--- src/rtl/gf128_clmul_seq.sv ---
// Digit-serial 128x128 carry-less multiplier (MSB-first Horner), unreduced 256-bit product.
// Optional macro GF128_CLMUL_EARLY_EXIT_EN: zero operands skip straight to DONE.
module gf128_clmul_seq #(
  parameter int DIGIT = 8
) (
  input  logic         clk,
  input  logic         rst_n,
  input  logic         in_valid,
  output logic         in_ready,
  input  logic [127:0] a,
  input  logic [127:0] b,
  output logic         out_valid,
  input  logic         out_ready,
  output logic [255:0] out,
  output logic         busy
);

  localparam int N  = 128 / DIGIT;
  localparam int CW = (N > 1) ? $clog2(N) : 1;

  typedef enum logic [1:0] {IDLE, RUN, DONE} state_t;

  state_t         state_q;
  logic [127:0]   a_q;
  logic [127:0]   b_q;
  logic [255:0]   acc_q;
  logic [255:0]   acc_d;
  logic [255:0]   out_q;
  logic [CW-1:0]  cnt_q;
  logic           out_valid_q;
  logic           busy_q;
  logic [DIGIT-1:0] digit;
  logic           zeroOp;
  logic           lastStep;

`ifdef GF128_CLMUL_EARLY_EXIT_EN
  assign zeroOp = (a == 128'd0) || (b == 128'd0);
`else
  assign zeroOp = 1'b0;
`endif

  assign lastStep = (cnt_q == CW'(N - 1));

  // b_q shifts left each step, so the next digit is always its top DIGIT bits.
  always_comb begin
    digit = b_q[127 -: DIGIT];
    acc_d = acc_q << DIGIT;
    for (int j = 0; j < DIGIT; j++) begin
      if (digit[j]) begin
        acc_d = acc_d ^ ({128'd0, a_q} << j);
      end
    end
  end

  always_ff @(posedge clk) begin
    if (!rst_n) begin
      state_q     <= IDLE;
      a_q         <= '0;
      b_q         <= '0;
      acc_q       <= '0;
      cnt_q       <= '0;
      out_q       <= '0;
      out_valid_q <= 1'b0;
      busy_q      <= 1'b0;
    end else begin
      case (state_q)
        IDLE: begin
          if (in_valid) begin
            a_q     <= a;
            b_q     <= b;
            acc_q   <= '0;
            cnt_q   <= '0;
            busy_q  <= 1'b1;
            state_q <= zeroOp ? DONE : RUN;
          end
        end
        RUN: begin
          acc_q <= acc_d;
          b_q   <= b_q << DIGIT;
          if (lastStep) begin
            state_q <= DONE;
          end else begin
            cnt_q <= cnt_q + CW'(1);
          end
        end
        DONE: begin
          // First DONE cycle publishes the product; afterwards wait for the sink.
          if (!out_valid_q) begin
            out_q       <= acc_q;
            out_valid_q <= 1'b1;
          end else if (out_ready) begin
            out_valid_q <= 1'b0;
            busy_q      <= 1'b0;
            state_q     <= IDLE;
          end
        end
        default: state_q <= IDLE;
      endcase
    end
  end

  assign in_ready  = (state_q == IDLE);
  assign out_valid = out_valid_q;
  assign out       = out_q;
  assign busy      = busy_q;

endmodule

--- config.mk ---
export PLATFORM = sky130hd
export DESIGN_NAME = gf128_clmul_seq
export DESIGN_NICKNAME = d
export VERILOG_FILES = /design/src/rtl/gf128_clmul_seq.sv
export SDC_FILE = /design/constraint.sdc
export NUM_CORES = 2
export LEC_CHECK = 0
export ABC_AREA = 1
export ABC_CLOCK_PERIOD_IN_PS = 4910
export CAP_MARGIN = 10
export CELL_PAD_IN_SITES_DETAIL_PLACEMENT = 1
export CELL_PAD_IN_SITES_GLOBAL_PLACEMENT = 1
export CORE_ASPECT_RATIO = 1.75
export CORE_MARGIN = 1
export CORE_UTILIZATION = 31
export CTS_CLUSTER_SIZE = 10
export DETAILED_ROUTE_END_ITERATION = 6
export DONT_BUFFER_PORTS = 1
export GPL_TIMING_DRIVEN = 1
export PLACE_DENSITY_LB_ADDON = 0.3
export SYNTH_ARGS = -nofsm -noshare
export SYNTH_HDL_FRONTEND = slang
export SYNTH_SLANG_ARGS = --single-unit
--- constraint.sdc ---
create_clock -name clk -period 4.91 [get_ports clk]
set_clock_uncertainty 0.2 [all_clocks]
set_input_delay 0.982 -clock clk [delete_from_list [all_inputs] [get_ports clk]]
set_output_delay 0.982 -clock clk [all_outputs]
set_load 0.03 [all_outputs]
# Yosys cells after proc, flatten, opt, wreduce, memory -nomap -nowiden
# Cells that the tools add are included.
dict set report totals {
  register_bits 776
  latch_bits 0
  mem_bits_rw 0
  romBits 0
  output_inout_bits 259
  mem_count 0
}
dict set report classes {
  addsub 1
  mul 0
  n_div 0
  order_cmp 0
  eq_ne 8
  shifts 0
  muxes 26
  bitwise_logic 9
  n_reduce_logical 9
}
# operator count
set op_table {}
lappend op_table {{$mux 256} 9}
lappend op_table {{$pmux 256 s2} 1}
lappend op_table {{$pmux 128 s2} 1}
lappend op_table {{$xor 256x128->256} 1}
lappend op_table {{$xor 256x129->256} 1}
lappend op_table {{$xor 256x130->256} 1}
lappend op_table {{$xor 256x131->256} 1}
lappend op_table {{$xor 256x132->256} 1}
lappend op_table {{$xor 256x133->256} 1}
lappend op_table {{$xor 256x134->256} 1}
lappend op_table {{$xor 256x135->256} 1}
lappend op_table {{$mux 128} 1}
lappend op_table {{$ne 2x2->1 const B} 5}
lappend op_table {{$mux 2} 4}
lappend op_table {{$mux 4} 2}
lappend op_table {{$pmux 4 s2} 1}
lappend op_table {{$reduce_and 4->1} 2}
lappend op_table {{$pmux 2 s3} 1}
lappend op_table {{$reduce_and 2->1} 3}
lappend op_table {{$mux 1} 5}
lappend op_table {{$add 4x1->4 const B} 1}
lappend op_table {{$eq 4x4->1 const B} 1}
lappend op_table {{$reduce_bool 2->1} 2}
lappend op_table {{$reduce_and 3->1} 1}
lappend op_table {{other kinds (5)} 5}

# Longest topological paths before layout
dict set report logic_depth {
  word_depth 17
  depth_mapped 13
  ltp_nobuf 11
}

# Worst setup path after synthesis
# OpenSTA, ideal clock, no wires.
dict set report synth_path {
  path_kind {input to register}
  from {in rst_n}
  to {reg b_q[100]}
  setup_ps 74
  arrival_ps 1847
  t_required_ps 4636
  path_slack_ps 2789
  stages 5
  path_buffers 3
  cell_sequence {buf_2 > clkbuf_1 > clkbuf_1 > o21ai_0 > a31oi_1}
}
# item line
set synth_lines {}
lappend synth_lines {{from (decl)} 7} ;# input logic rst_n,
lappend synth_lines {{to (signal assigned)} 79} ;# b_q <= b_q << DIGIT;
lappend synth_lines {{to (decl)} 25} ;# logic [127:0] b_q;

# Final worst setup path
dict set report layout_path {
  from {reg state_q[1]}
  to {reg acc_q[197]}
}
dict set report layout_between {
  elab_chain_cells 3
  elab_cells_between_ends 6
  cone_classes {2 x eq/ne; 1 x mux; 3 x reduce/logical}
}
# item line
set layout_rtl {}
lappend layout_rtl {{from (decl)} 23} ;# state_t state_q;
lappend layout_rtl {{from (signal assigned)} 74} ;# state_q <= zeroOp ? DONE : RUN;
lappend layout_rtl {{$logic_not 2->1 *} n/a}
lappend layout_rtl {{via in_ready} 9} ;# output logic in_ready,
lappend layout_rtl {{$ne 2x2->1 (no source line) / $reduce_bool 2->1 (equally long branches)} n/a}
lappend layout_rtl {{$reduce_and 2->1 (no source line)} n/a}
lappend layout_rtl {{to (signal assigned)} 60} ;# acc_q <= '0;
lappend layout_rtl {{to (signal assigned)} 71} ;# acc_q <= '0;
lappend layout_rtl {{to (signal assigned)} 78} ;# acc_q <= acc_d;
lappend layout_rtl {{to (decl)} 26} ;# logic [255:0] acc_q;
# Mark *: on every way through the listed nets, which the timed path passes. The rest lies on a longest branch.
# A chain may end at the register's enable or synchronous reset.

==> results by group <==
Routing
  • ANT nets after route: 0
  • WL final: 185500 µm
  • Routed wire length per instance: 19.03 µm
  • Starting DRC count in detailed routing: 2343
  • Residual DRC: 0
  • Drt first pass iters: 6
  • Via count: 50950
  • DR vias/cell: 5.225

Setup path
  • Crit end category: register
  • Critical path, cell by cell: nor2_1, nand2_8, nand2_8, inv_8, buf_4, nand2_1, a21oi_1
  • CP Data Arrival Time: 4.03 ns
  • RR Startpoint: state_q[1]
  • R2r setup slk: 1.22 ns
  • Reg2reg path depth: 7
  • Reg2Reg Capture Point: acc_q[197]
  • Delay-heaviest family, CP: simple AND/OR/NAND/NOR gates
  • Crit path top cell by count: nand2_8
  • CP max stage delay: 0.72 ns
  • Critical path class: reg -> reg
  • Worst EP required: 5.25 ns
  • CP startpoint kind: register
  • Worst Path Buf+Inv: 2
  • CP max stage cell: nor2_1
  • CP max FO: 122

Synthesis
  • Flops & latches, synth: 776
  • Synth cell types: 33
  • Register area share after synthesis: 0.3237
  • Yosys Warn Count: 0
  • Synth Flop Type: dfxtp_1
  • Ys async rst share: 0
  • Syn nets: 8391
  • Cell area after synthesis: 48000 µm²
  • Cells after Synth: 8130
  • Post-synth EDFFs: 0
  • Syn_area_per_cell: 5.904 µm²

Worst hold path
  • Hold endpoint: b_q[122]
  • HP Start: b[122]
  • Hold Path Depth: 2
  • Tightest Hold Check Type: in -> reg

Clock network
  • Hold-fix buffers, CTS: 0
  • Root buf cell: clkbuf_16
  • Post-CTS setup buffer count: 0
  • PostCTS Resize Cnt: 0
  • Clk slew on worst S/H paths: 0.06 ns
  • TritonCTS Sinks: 776
  • CTS max path bufs: 3
  • CTS H-tree depth: 3
  • CTS tree: yes
  • TritonCTS Buffers: 94
  • Clock latency on the worst-skew pair: 0.74 ns

STA
  • Final-report setup violation count: 0
  • Worst-Margin Slew: 1.174 ns
  • Tcrit/Tclk final: 0.7522
  • Total negative slack: 0 ns
  • RSZ-0062 raised after global routing: no
  • Final worst path period need: 3.693 ns
  • Fmax: 270.8 MHz
  • Slew Limit Fails: 0
  • Setup ws final: 1.217 ns
  • Rel. slew slack: 0.2171
  • Final hold violations: 0
  • WHS: 0.2149 ns

Finish
  • Share of post-route cells with drive strength above 1: 0.02849
  • Area grow syn2layout: 6.765%
  • Fill cells: 20159
  • Nets: 7945

Floorplan
  • Ports: 519
  • Full die area: 156500 µm²
  • Core area: 153300 µm²
  • Die W: 299.4 µm
  • Initial Util: 0.3130
  • Num rows: 190
  • Die height: 522.5 µm

Power
  • Leak: 23.06 nW
  • VDD IR max: 0.2965 mV
  • Power per Cell Area: 340.2 nW/µm²

Placement
  • Hpwl dp: 124900 µm
  • Pre-CTS WS: 1.097 ns
  • IO Port Bufs: 0
  • RePlAce Congestion: 0.8118

Global route
  • Vias in the first global route: 52204
  • First-pass GRT wire length: 289500 µm
  • Grt ovf: 0
  • Largest net degree at the start of global routing: 507
  • Gr usage total: 0.2318
  • Antenna violations before repair: 37

Status
  • Status: finished clean

Flow run
  • Max-cap viol count: 0
registers in the layout, indices dropped and copies added (netlist names):
name and flops:
b_q 128, out_valid 1, out 256, cnt_q 4, state_q 2, acc_q 256
busy 1, a_q 128
worst reg2reg max path: cells and delay by family, from the launching register on:
kind / cells / cell delay [ns]
simple gates: 4 / 1.90
buf+inv: 2 / 1.00
compound gates: 1 / 0.07
flops: 1 / 0.36
cells by family (layout without fill, tap and decap cells):
family          Yosys count  count (layout)  share of synthesized area
buf+inv                1267             859                     0.1139
flops                   776             776                     0.3237
simple gates           4891            4891                     0.4205
other cells               0              14                          0
compound gates         1027            1027                     0.1105
fa+ha+maj                 1               1                  0.0002606
xor+xnor                168             168                    0.03128
per-stage QoR:
step | power [mW] | std cells | util | instance area [µm²]
6_report | 17.44 | 9752 | 0.3342 | 51240
5_1_grt | 18.39 | 9742 | 0.3340 | 51220
4_1_cts | 17.70 | 9738 | 0.3340 | 51210
3_5_place_dp | 10.81 | 9604 | 0.3155 | 48380
3_3_place_gp | 10.62 | 9604 | 0.3155 | 48380
2_1_floorplan | 9.817 | 8130 | - | 48000
cells in the final DEF (no fill, tap or decap), drive strengths merged:
cell type,count
bufinv,4
nor3,2
o21ai,507
a21oi,396
xnor2,124
buf,54
diode,14
nor2,538
or2,2
o21bai,1
nand2,3013
o311ai,1
xor2,44
nand4,1
o211ai,1
clkinvlp,1
dfxtp,776
clkbuf,115
nor4,1
nand3b,10
nand3,1324
clkinv,12
inv,673
ha,1
a31oi,120
a21o,1
power by group:
group,switching [mW],internal [mW]
logic,2.22,1.02
registers,0.810,6.61
clock network,2.96,3.82
total,5.99,11.4
how the worst max path moves through the flow:
stage | startpoint | end | slack (ns) | depth (start not counted)
2_1_floorplan | rst_n | b_q[100] | 2.79 | 5
3_3_place_gp | in_valid | acc_q[204] | 1.18 | 6
3_5_place_dp | in_valid | acc_q[197] | 1.10 | 6
4_1_cts | state_q[1] | acc_q[197] | 1.20 | 7
5_1_grt | state_q[1] | acc_q[194] | 1.03 | 7
6_report | state_q[1] | acc_q[197] | 1.22 | 7
cell type report:
class | instances | area (µm²) | share of cell area
antenna | 14 | 35.03 | 0.0006837
clock buffer | 115 | 2522 | 0.04922
clock inverter | 19 | 306.5 | 0.005982
inverter | 671 | 2544 | 0.04964
multi-input combinational | 6087 | 27030 | 0.5275
sequential | 776 | 15560 | 0.3037
tap | 2016 | 2522 | 0.04922
timing repair buffer | 54 | 718.2 | 0.01402
synth_stat cells (2+ instances only):
master / n / area share
nor3_1: 2 / 0.00021
xnor2_2: 3 / 0.0010
xnor2_1: 121 / 0.022
nand3_1: 1305 / 0.14
inv_2: 3 / 0.00023
a31oi_1: 120 / 0.016
dfxtp_1: 776 / 0.32
nand3b_1: 10 / 0.0016
or2_2: 2 / 0.00026
xor2_1: 43 / 0.0078
buf_2: 270 / 0.028
nand2_2: 5 / 0.00065
o21ai_0: 507 / 0.053
clkbuf_1: 238 / 0.019
nor2_1: 537 / 0.042
inv_1: 668 / 0.052
a21oi_1: 396 / 0.041
nand3_2: 19 / 0.0040
nand2_1: 3008 / 0.24
buf_4: 38 / 0.0059
buf_8: 3 / 0.00094
buf_6: 26 / 0.0061
buf_1: 20 / 0.0016
routing by layer:
metal  share of wire  GRT usage
met1            0.39     0.2474
met2            0.51     0.4370
met3           0.060    0.05219
met4           0.033    0.08749
met5          0.0018          0
(Power assumes the default switching activity.)
